--- config.mk ---
export PLATFORM = sky130hd
export DESIGN_NAME = snake_food_gen
export DESIGN_NICKNAME = d
export VERILOG_FILES = /design/src/rtl/snake_food_gen.sv
export SDC_FILE = /design/constraint.sdc
export NUM_CORES = 1
export LEC_CHECK = 0
export BUFFER_PORTS_ARGS = -buffer_cell sky130_fd_sc_hd__buf_2
export CAP_MARGIN = 20
export CORE_ASPECT_RATIO = 0.9
export CORE_MARGIN = 1.5
export CORE_UTILIZATION = 25
export DETAILED_ROUTE_END_ITERATION = 16
export PLACE_DENSITY = 0.39
export SKIP_CTS_REPAIR_TIMING = 1
export SKIP_LAST_GASP = 1
export SLEW_MARGIN = 15
export SYNTH_ARGS = -nofsm -noshare
export SYNTH_HDL_FRONTEND = slang
export SYNTH_SLANG_ARGS = --single-unit
--- constraint.sdc ---
create_clock -name clk -period 2.1 [get_ports clk]
set_clock_uncertainty 0.1 [all_clocks]
set_input_delay 0.21 -clock clk [delete_from_list [all_inputs] [get_ports clk]]
set_output_delay 0.21 -clock clk [all_outputs]
set_load 0.05 [all_outputs]
--- src/rtl/snake_food_gen.sv ---
// Food cell generator for the snake game: random pick from an LFSR, occupancy
// check against the snake body, row-major scan fallback and full-grid flag.
module snake_food_gen #(
  parameter int unsigned GRID_W    = 40,
  parameter int unsigned GRID_H    = 30,
  parameter logic [15:0] SEED      = 16'hACE1,
  parameter int unsigned MAX_TRIES = 64
) (
  input  logic       clk,
  input  logic       rst,
  input  logic       req,
  output logic       occ_req,
  output logic [5:0] occ_x,
  output logic [4:0] occ_y,
  input  logic       occ_hit,
  output logic [5:0] food_x,
  output logic [4:0] food_y,
  output logic       food_valid,
  output logic       busy,
  output logic       grid_full
);

  localparam logic [5:0] X_LAST    = 6'(GRID_W - 1);
  localparam logic [4:0] Y_LAST    = 5'(GRID_H - 1);
  localparam logic [7:0] TRY_LIMIT = 8'(MAX_TRIES);

  typedef enum logic [2:0] {IDLE, PICK, WAIT, CHECK, SCAN} state_t;

  state_t      state, state_nxt;
  logic [15:0] lfsr, lfsr_nxt;
  logic [7:0]  tries, tries_nxt;
  logic        scan_mode, scan_mode_nxt;
  logic [5:0]  scan_x, scan_x_nxt;
  logic [4:0]  scan_y, scan_y_nxt;
  logic        occ_req_nxt;
  logic [5:0]  occ_x_nxt, food_x_nxt;
  logic [4:0]  occ_y_nxt, food_y_nxt;
  logic        food_valid_nxt, busy_nxt, grid_full_nxt;

  logic [5:0] cand_x;
  logic [4:0] cand_y;
  logic       cand_ok;

  assign cand_x  = lfsr[5:0];
  assign cand_y  = lfsr[10:6];
  assign cand_ok = (cand_x <= X_LAST) && (cand_y <= Y_LAST);

  // Taps 16,14,13,11; the generator free-runs in every state.
  assign lfsr_nxt = {lfsr[14:0], lfsr[15] ^ lfsr[13] ^ lfsr[12] ^ lfsr[10]};

  always_comb begin
    // NOTE: every signal driven here gets a default first, so no latch can be inferred.
    state_nxt      = state;
    tries_nxt      = tries;
    scan_mode_nxt  = scan_mode;
    scan_x_nxt     = scan_x;
    scan_y_nxt     = scan_y;
    occ_req_nxt    = 1'b0;
    occ_x_nxt      = occ_x;
    occ_y_nxt      = occ_y;
    food_x_nxt     = food_x;
    food_y_nxt     = food_y;
    food_valid_nxt = food_valid;
    busy_nxt       = busy;
    grid_full_nxt  = grid_full;

    unique case (state)
      IDLE: begin
        if (req) begin
          state_nxt      = PICK;
          busy_nxt       = 1'b1;
          food_valid_nxt = 1'b0;
          grid_full_nxt  = 1'b0;
          tries_nxt      = '0;
          scan_mode_nxt  = 1'b0;
        end
      end
      PICK: begin
        if (tries >= TRY_LIMIT) begin
          state_nxt     = SCAN;
          scan_mode_nxt = 1'b1;
          scan_x_nxt    = '0;
          scan_y_nxt    = '0;
        end else if (!cand_ok) begin
          tries_nxt = tries + 8'd1;
        end else begin
          occ_x_nxt   = cand_x;
          occ_y_nxt   = cand_y;
          occ_req_nxt = 1'b1;
          state_nxt   = WAIT;
        end
      end
      WAIT: state_nxt = CHECK;
      CHECK: begin
        if (!occ_hit) begin
          food_x_nxt     = occ_x;
          food_y_nxt     = occ_y;
          food_valid_nxt = 1'b1;
          busy_nxt       = 1'b0;
          state_nxt      = IDLE;
        end else if (!scan_mode) begin
          tries_nxt = tries + 8'd1;
          state_nxt = PICK;
        end else if (scan_x != X_LAST) begin
          scan_x_nxt = scan_x + 6'd1;
          state_nxt  = SCAN;
        end else if (scan_y != Y_LAST) begin
          scan_x_nxt = '0;
          scan_y_nxt = scan_y + 5'd1;
          state_nxt  = SCAN;
        end else begin
          // Every cell is body: the win condition for the game.
          grid_full_nxt  = 1'b1;
          food_valid_nxt = 1'b0;
          busy_nxt       = 1'b0;
          state_nxt      = IDLE;
        end
      end
      SCAN: begin
        occ_x_nxt   = scan_x;
        occ_y_nxt   = scan_y;
        occ_req_nxt = 1'b1;
        state_nxt   = WAIT;
      end
      default: state_nxt = IDLE;
    endcase
  end

  // NOTE: sequential state uses non-blocking assignments so all registers update together.
  always_ff @(posedge clk) begin
    if (rst) begin
      state      <= IDLE;
      lfsr       <= SEED;
      tries      <= '0;
      scan_mode  <= 1'b0;
      scan_x     <= '0;
      scan_y     <= '0;
      occ_req    <= 1'b0;
      occ_x      <= '0;
      occ_y      <= '0;
      food_x     <= '0;
      food_y     <= '0;
      food_valid <= 1'b0;
      busy       <= 1'b0;
      grid_full  <= 1'b0;
    end else begin
      state      <= state_nxt;
      lfsr       <= lfsr_nxt;
      tries      <= tries_nxt;
      scan_mode  <= scan_mode_nxt;
      scan_x     <= scan_x_nxt;
      scan_y     <= scan_y_nxt;
      occ_req    <= occ_req_nxt;
      occ_x      <= occ_x_nxt;
      occ_y      <= occ_y_nxt;
      food_x     <= food_x_nxt;
      food_y     <= food_y_nxt;
      food_valid <= food_valid_nxt;
      busy       <= busy_nxt;
      grid_full  <= grid_full_nxt;
    end
  end

endmodule

==> metrics.cfg <==
[clock_tree]
cts_tree=done
cts_root_buffer=clkbuf_16
clock_latency_ns=0.33
cts_max_level=3
cts_buffers=9
clk_pin_slew_ns=0.05
clockBufferDepth=2
clkSinkCount=65

[final_layout]
syn_to_final_growth_pct=26.98
final_cell_mix=dfxtp_1, nand2_1, buf_2
regArea_sq_um=1301
multi_input_area_sq_um=1582
antenna_cells=0
fin_nets=385
drive_gt1_frac=0.2395
nFillCells=1209
final_common_cell=dfxtp_1

[yosys]
synth_edf_count=0
seq_area_frac_synth=0.4364
avgSynthCellArea_sq_um=9.008
ys_types=52
yosys-top-cells-area=dfxtp_1, nand2_1, mux2i_1, a21oi_1, nor2b_1
netlist_instances=331
syn_nets=339
yosysWarnings=0
synthArstFlopShare=0
ys_ff_latch=65
yosysTopAreaCell=dfxtp_1
netlist_area_sq_um=2982
synth_flop_cell=dfxtp_1
synth_top_area_share=0.4364

[routing]
totalWireLength_microns=7751
drt_first_pass_iters=4
routedWlPerCell_microns=14.46
postRouteAntennaNets=0
drt_iter0_drc=124
drc=0
viasPerCell=4.845
vias=2597

[floorplan]
chipWidth_microns=118.1
row_count=37
core_sq_um=11530
fp.dieH_microns=106.6
die_area_sq_um=12590
initial_core_util=0.2587
ios=30

[critical_path]
startpoint_type=flip-flop
worst_setup_path_end_kind=flip-flop
crit_type=flip-flop to flip-flop
cp.arrival_ns=2.10
crit_required_ns=2.25
worstPathMaxFanout=7

[placement]
dp_hpwl_microns=5409
numPortBuffers=29
routabilityCongestion=0.7507
pre_cts_slack_ns=0.1153

[power]
power_density_nw_per_um2=878.8
power_leakage_nw=1.407
vdd_drop_max_uv=383.1

[timing]
setup-tns-final_ns=0
worst_slack_ns=0.1593
setup_viol=0
period_share=0.9242
fmax_mhz=515.3
slew_violations=0
tightest_slew_ns=0.6029
relSlewSlack=0.5979
rsz0062_at_grt=false
hold_viol=0
finalCriticalPeriod_ns=1.941
holdWs_ns=0.1379

[global_route]
antenna_found_initial=0
overflow=0
grt_usage=0.1300
grt_max_degree=38
grt_pass1_wl_microns=12880
grt_pass1_vias=2474

[min_path]
hold_path.class=primary input to flip-flop

[run]
cap_violations=0

[run_status]
run_status=completed

-- area by class of cell --
| cell class | instances | share of cell area |
|---|---|---|
| clock inverter | 3 | 0.01718 |
| sequential | 65 | 0.3437 |
| multi-input combinational | 239 | 0.4177 |
| inverter | 4 | 0.003966 |
| tap | 156 | 0.05155 |
| timing repair buffer | 58 | 0.09914 |
| clock buffer | 11 | 0.06675 |
-- power by group --
| part | switching (mW) | total, mW | internal (mW) |
|---|---|---|---|
| sequential | 0.0387 | 1.33 | 1.29 |
| combinational | 0.252 | 0.396 | 0.144 |
| clock | 0.517 | 1.60 | 1.09 |
-- routing by layer --
metal | wire length, microns | vias to the layer above | GRT usage
met1 | 4052 | 1247 | 0.1797
met5 | 0 | - | 0
met2 | 3414 | 35 | 0.1894
met3 | 243 | 2 | 0.04521
met4 | 40 | 0 | 0.04007
li1 | - | 1313 | -
-- cell families after synthesis --
kind of cell / after synthesis / synth area share
DFF: 65 / 0.4364
xor gates and xnor gates: 3 / 0.008814
and+or+nand+nor: 123 / 0.2207
adders and majority gates: 4 / 0.01679
muxes: 19 / 0.06546
buffers and inverters: 27 / 0.03735
AOI/OAI and AO/OA: 90 / 0.2144
-- cell usage after synthesis, types with 3 or more instances --
master    instances
a211oi_1          8
a21oi_1          24
a31oi_1           3
buf_1             5
clkbuf_1         14
dfxtp_1          65
ha_1              4
inv_1             4
mux2_2            4
mux2i_1          15
nand2_1          42
nand2b_1          3
nand3_1           8
nand4_1           3
nor2_1           13
nor2b_1          13
nor3_1            7
nor3b_1           3
o211ai_1          8
o21ai_0          11
o21bai_1          5
o311a_1           4
o31ai_1           3
o41ai_1           7
or2_2             8
or3_1             8
or4_1             3
-- final timing paths --
check | slack, ns | startpoint | depth (start not counted) | to
worst max-delay path | 0.16 | lfsr[3] | 4 | tries[5]
worst min register to register | 0.31 | lfsr[14] | 1 | lfsr[15]
worst min-delay path | 0.14 | req | 4 | scan_mode
worst max register to register | 0.16 | lfsr[3] | 4 | tries[5]
-- critical path, stage by stage, from the launching register on --
cell	delay (ns)
dfxtp_1	0.36
o21ai_0	0.16
a211o_1	0.41
a2111oi_0	0.59
mux2i_1	0.24
-- metrics by stage --
step / instance area (sq um) / std cells / power (mW) / utilization
3_5_place_dp: 3463 / 522 / 1.750 / 0.3004
5_1_grt: 3786 / 536 / 3.490 / 0.3284
3_3_place_gp: 3463 / 522 / 1.751 / 0.3004
4_1_cts: 3781 / 536 / 3.394 / 0.3280
2_1_floorplan: 2982 / 331 / 1.627 / -
6_report: 3786 / 536 / 3.327 / 0.3284
-- sequential cells by signal, summed over array words and instances, names as in the netlist --
register,cells
scan_y,5
lfsr,16
food_y,5
occ_y,5
state,3
scan_mode,1
grid_full,1
busy,1
tries,8
occ_req,1
scan_x,6
food_valid,1
food_x,6
occ_x,6
(Power assumes the default switching activity.)
